===== src/rtl/memory_arbiter.sv =====
// Purpose: two-requester (instruction fetch, data) arbiter in front of one single-port RAM.
// Latency: a request is granted one edge after it is seen in IDLE; it completes on ramready (min 2 cycles per access).
// Backpressure: requesters see iwait/dwait high until the RAM pulses ramready for their own grant.
//
// Ports:
//   CLK, RST                  clock, asynchronous active-high reset
//   iREN, iaddr               instruction read request and address
//   iload, iwait              instruction read data (valid on completion) and hold
//   dREN, dWEN, daddr, dstore data read/write request, address, write value
//   dload, dwait              data read data (valid on completion) and hold
//   ramREN, ramWEN, ramaddr,  registered RAM command, zero while idle
//   ramstore
//   ramload, ramready         RAM read data and one-cycle completion pulse
//   timeout_err               sticky flag: a grant was abandoned for lack of ramready
module memory_arbiter #(
  parameter int STARVE_LIMIT = 4,
  parameter int TIMEOUT      = 64
) (
  input  logic        CLK,
  input  logic        RST,
  input  logic        iREN,
  input  logic [31:0] iaddr,
  output logic [31:0] iload,
  output logic        iwait,
  input  logic        dREN,
  input  logic        dWEN,
  input  logic [31:0] daddr,
  input  logic [31:0] dstore,
  output logic [31:0] dload,
  output logic        dwait,
  output logic        ramREN,
  output logic        ramWEN,
  output logic [31:0] ramaddr,
  output logic [31:0] ramstore,
  input  logic [31:0] ramload,
  input  logic        ramready,
  output logic        timeout_err
);

  localparam int SW = ($clog2(STARVE_LIMIT + 1) < 3) ? 3 : $clog2(STARVE_LIMIT + 1);
  localparam int TW = (TIMEOUT < 4) ? 2 : $clog2(TIMEOUT);
  localparam logic [SW-1:0] STARVE_MAX = SW'(STARVE_LIMIT);
  localparam logic [TW-1:0] TCNT_LAST  = TW'(TIMEOUT - 1);

  typedef enum logic [1:0] {
    IDLE   = 2'd0,
    IGRANT = 2'd1,
    DGRANT = 2'd2
  } state_t;

  state_t        state;
  logic [SW-1:0] starve_cnt;
  logic [TW-1:0] tcnt;

  logic d_req;
  logic pick_i;
  logic pick_d;
  logic i_done;
  logic d_done;
  logic expire;

  always_comb begin
    d_req  = dREN | dWEN;
    // Instruction wins when it is alone, or when data has starved it long enough.
    pick_i = iREN & (~d_req | (starve_cnt == STARVE_MAX));
    pick_d = d_req & ~pick_i;
    i_done = (state == IGRANT) & ramready;
    d_done = (state == DGRANT) & ramready;
    expire = (state != IDLE) & ~ramready & (tcnt == TCNT_LAST);
  end

  // Wait drops only in the very cycle the owner's access completes; an aborted
  // or foreign grant leaves it high.
  always_comb begin
    iwait = iREN & ~i_done;
    dwait = d_req & ~d_done;
    iload = 32'h0;
    dload = 32'h0;
    // Results for a requester that has since withdrawn are discarded.
    if (i_done && iREN) begin
      iload = ramload;
    end
    if (d_done && ramREN && dREN) begin
      dload = ramload;
    end
  end

  // The command registers double as the latched winner: address, store value
  // and access type are captured on the IDLE->grant edge and held until the
  // grant ends, so the RAM never sees requester-side changes mid-access.
  always_ff @(posedge CLK or posedge RST) begin
    if (RST) begin
      state       <= IDLE;
      starve_cnt  <= '0;
      tcnt        <= '0;
      timeout_err <= 1'b0;
      ramREN      <= 1'b0;
      ramWEN      <= 1'b0;
      ramaddr     <= 32'h0;
      ramstore    <= 32'h0;
    end else begin
      case (state)
        IDLE: begin
          tcnt <= '0;
          if (pick_i) begin
            state    <= IGRANT;
            ramREN   <= 1'b1;
            ramWEN   <= 1'b0;
            ramaddr  <= iaddr;
            ramstore <= 32'h0;
          end else if (pick_d) begin
            state   <= DGRANT;
            ramaddr <= daddr;
            // A simultaneous read and write request is treated as a write.
            if (dWEN) begin
              ramREN   <= 1'b0;
              ramWEN   <= 1'b1;
              ramstore <= dstore;
            end else begin
              ramREN   <= 1'b1;
              ramWEN   <= 1'b0;
              ramstore <= 32'h0;
            end
          end
        end
        IGRANT, DGRANT: begin
          if (ramready || expire) begin
            state    <= IDLE;
            tcnt     <= '0;
            ramREN   <= 1'b0;
            ramWEN   <= 1'b0;
            ramaddr  <= 32'h0;
            ramstore <= 32'h0;
            if (expire) begin
              timeout_err <= 1'b1;
            end
          end else begin
            tcnt <= tcnt + TW'(1);
          end
        end
        default: begin
          state    <= IDLE;
          tcnt     <= '0;
          ramREN   <= 1'b0;
          ramWEN   <= 1'b0;
          ramaddr  <= 32'h0;
          ramstore <= 32'h0;
        end
      endcase

      // Counts data completions that an instruction fetch sat through; any
      // cycle without a fetch pending, or a served fetch, resets the debt.
      if (!iREN || i_done) begin
        starve_cnt <= '0;
      end else if (d_done && (starve_cnt != STARVE_MAX)) begin
        starve_cnt <= starve_cnt + SW'(1);
      end
    end
  end

endmodule

===== config.mk =====
export PLATFORM = sky130hd
export DESIGN_NAME = memory_arbiter
export DESIGN_NICKNAME = d
export VERILOG_FILES = /design/src/rtl/memory_arbiter.sv
export SDC_FILE = /design/constraint.sdc
export NUM_CORES = 1
export LEC_CHECK = 0
export CORE_AREA = 2 2 103 105
export DETAILED_ROUTE_END_ITERATION = 6
export DIE_AREA = 0 0 105 107
export DONT_BUFFER_PORTS = 1
export SLEW_MARGIN = 20
export SYNTH_ARGS = -nofsm -noshare
export SYNTH_HDL_FRONTEND = slang
export SYNTH_SLANG_ARGS = --single-unit

===== constraint.sdc =====
create_clock -name CLK -period 4.6 [get_ports CLK]
set_clock_uncertainty 0.15 [all_clocks]
set_input_delay 0.69 -clock CLK [delete_from_list [all_inputs] [get_ports CLK]]
set_output_delay 0.69 -clock CLK [all_outputs]
set_load 0.01 [all_outputs]

==> results.md <==
| Stage | Item | This run |
|---|---|---|
| placed design | Placed wire-length estimate after detailed placement | 7420 um |
| power | Proportion of power drawn by the clock network | 0.206 |
| global routing | Antenna violations before repair | 0 |
| synthesis | Most area-consuming cells after synthesis | dfrtp_1 46%, mux2_4 10%, and2_1 9.5%, a22o_1 6.7%, nand4_1 5.0% |
| detailed routing | Mean routed wirelength per cell | 19.4 um |
| floorplan | Die height | 107 um |
| layout | Layout cells sized above 1 | 0.160 |
| timing | Final setup TNS | 0 ns |
| setup path | Element type at the critical path start | flip-flop |
| detailed routing | Total wire length after detailed routing | 10100 um |
| power | Standby leakage power | 0.00202 uW |
| layout | Layout net count | 517 |
| timing | RSZ-0062 raised after global routing | false |
| clock tree | Post-cts gate resize count | 0 |
| placed design | IO buf count | 0 |
| synthesis | Portion of synthesized cell area occupied by the leading cell type | 0.463 |
| clock tree | Clock tree buffer depth | 2 |
| detailed routing | Via count | 2892 |
| clock tree | Clock latency at the later pin of the worst-skew pair | 0.35 ns |
| synthesis | Count of warnings emitted by yosys | 0 |
| detailed routing | Drt first-iter violations | 109 |
| clock tree | Number of setup buffers added after CTS | 0 |
| synthesis | Largest area contributor in the synthesized netlist | dfrtp_1 |
| timing | Number of hold violations in the final report | 0 |
| setup path | Worst setup path category | reg -> reg |
| clock tree | CTS HTree Levels | 3 |
| global routing | Via count of the first global-routing pass | 2810 |
| layout | Syn-to-layout area delta | 4.63% |
| clock tree | TritonCTS clock tree | yes |
| global routing | First-pass GRT wire length | 15300 um |
| status | Result of the run | complete, no violations |
| hold path | Worst min path class | in -> async |
| floorplan | Placeable Area | 0.0101 mm^2 |
| synthesis | Synth unique cells | 31 |
| flow run | Max-capacitance violation count | 0 |
| power | Total power per unit cell area | 584 mW/mm^2 |
| setup path | Max FO, Critical Path | 68 |
| clock tree | Number of CTS-inserted buffers | 9 |
| floorplan | Chip Width | 105 um |
| power | Net switching power | 973 uW |
| setup path | Arrival time reported for the critical path endpoint | 3.05 ns |
| synthesis | Synthesis-stage register bit count | 78 |
| synthesis | Post-synthesis net count | 534 |
| timing | Slew of the pin with the lowest slew margin | 1.05 ns |
| synthesis | Average instance area after synthesis | 10.7 um^2 |
| timing | Count of pins over their slew limit | 0 |
| setup path | CP endpoint kind | flip-flop |
| timing | Max Fclk | 338 MHz |
| detailed routing | Drt drc | 0 |
| global routing | Total track usage | 0.176 |
| setup path | Data required time of the worst path | 4.69 ns |
| timing | Clock period minus final worst setup slack | 2.95 ns |
| detailed routing | Final ANT Viol Nets | 0 |
| layout | Final cell utilization of the core | 0.437 |
| power | Power Internal | 1600 uW |
| placed design | RD Place Congestion | 0.773 |
| floorplan | Top-level I/O count | 267 |
| power | Sw Ratio | 0.378 |
| detailed routing | Via/cell ratio | 5.58 |
| timing | Rel. slew slack | 0.295 |
| clock tree | Post-CTS Hold Fix Bufs | 0 |
| synthesis | Post-synthesis cell area | 0.00421 mm^2 |
| timing | Portion of the clock cycle consumed by the worst path in the final layout | 0.642 |
| clock tree | Sink count of the clock tree | 78 |
| global routing | Pin count of the biggest net entering global routing | 69 |
| floorplan | Die area | 0.0112 mm^2 |
| clock tree | Clock tree root driver cell | clkbuf_8 |
| power | Max VDD drop | 0.324 mV |
| synthesis | Post-Synthesis Cells | 394 |
| timing | Finish-stage setup viols | 0 |
| global routing | Remaining Overflow, GRT | 0 |
| power | Combinational group share of total power | 0.321 |
| detailed routing | Drt pass-1 iters | 6 |
| synthesis | Sequential fraction of the synthesis area | 0.463 |
| floorplan | Effective utilization at floorplan | 0.417 |
| layout | Antenna diode count | 0 |
| clock tree | Clock transition at the registers of the reported paths | 0.09 ns |
| power | Sequential power share | 0.473 |
| floorplan | Count of standard-cell rows | 37 |
[worst max-delay path, stage by stage (launching register included)]
cell and delay, ns:
dfrtp_1 0.38, inv_1 0.07, ha_1 0.28, nand2b_1 0.13, o21bai_2 0.13, buf_4 0.37, o41a_4 0.90, mux2_2 0.41
[metrics by stage]
| stage | setup WS, ns | instance area [um^2] | power [uW] | std cells | hold WS (ns) |
|---|---|---|---|---|---|
| global placement | 1.67 | 4200 | 2050 | 502 | 0.297 |
| detailed placement | 1.64 | 4200 | 2070 | 502 | 0.305 |
| global route | 1.44 | 4410 | 2740 | 518 | 0.281 |
| CTS | 1.63 | 4410 | 2610 | 518 | 0.253 |
| finish | 1.65 | 4410 | 2580 | 518 | 0.228 |
| floorplan | 1.76 | 4210 | 1950 | 394 | 0.283 |
[final cells by class]
type                       instances  area [um^2]
clock buffer                      10          138
sequential                        78         1950
tap                              136          170
fill                             940         5680
timing repair buffer               4         30.0
inverter                          42          158
multi-input combinational        242         1890
clock inverter                     6         67.6
[final timing paths]
kind | slack, ns | endpoint | cells past startpoint | start
setup / recovery | 1.65 | ramaddr[31] | 7 | state[0]
hold / removal | 0.23 | ramstore[6] | 1 | RST
setup reg to reg | 1.65 | ramaddr[31] | 7 | state[0]
hold reg to reg | 0.31 | tcnt[0] | 1 | tcnt[0]
max in group asynchronous | 3.08 | ramaddr[28] | 2 | RST
min in group CLK | 0.31 | tcnt[0] | 1 | tcnt[0]
[Yosys cell counts, drive strengths merged]
cell	count
dfrtp	78
xor2	3
mux2	35
ha	6
o21ai	34
nor2	9
and4	1
nand4	34
nand3	4
xnor2	2
inv	42
nand2b	2
clkbuf	10
and3	2
o2bb2ai	1
mux2i	1
and2	64
nand2	4
o31ai	1
o41a	1
or3	1
o21bai	2
a21oi	3
buf	22
a22o	32
[state kept, by name, summed over array words and instances, names as in the netlist]
name,count
ramaddr,32
ramstore,32
starve_cnt,3
ramREN,1
ramWEN,1
state,2
tcnt,6
timeout_err,1
[placed cells by master, fill, tap and decap left out, drive strengths merged, types with 4 or more instances in the layout]
cell type and instances:
mux2 35, buf 4, inv 44, dfrtp 78
clkbuf 10, nand3 4, a22o 32, nand2 4
nand4 34, and2 64, nor2 9, ha 6
o21ai 34
[per-layer routing]
layer,vias to the layer above,wire [um],GRT usage
met4,0,203,0.0743
met2,167,5340,0.323
li1,1315,-,-
met5,-,0,0
met3,17,829,0.0559
met1,1393,3700,0.186
[power by group through the flow]
stage / Combinational (uW) / Clock [uW] / Sequential, uW
after detailed placement: 837 / 0 / 1230
after global routing: 914 / 582 / 1250
after CTS: 835 / 552 / 1220
after global placement: 811 / 0 / 1240
final: 826 / 531 / 1220
after floorplan: 784 / 0 / 1160
[logic make-up (layout without fill, tap and decap cells)]
| family | after synthesis | in the layout | synth area share |
|---|---|---|---|
| DFF | 78 | 78 | 0.463 |
| AOI/OAI and AO/OA | 74 | 74 | 0.125 |
| xor gates and xnor gates | 5 | 5 | 0.0104 |
| adders and majority gates | 6 | 6 | 0.0178 |
| muxes | 36 | 36 | 0.122 |
| buffers and inverters | 74 | 62 | 0.0900 |
| and+or+nand+nor | 121 | 121 | 0.171 |
Note: power is estimated with default switching activity, not from simulation.
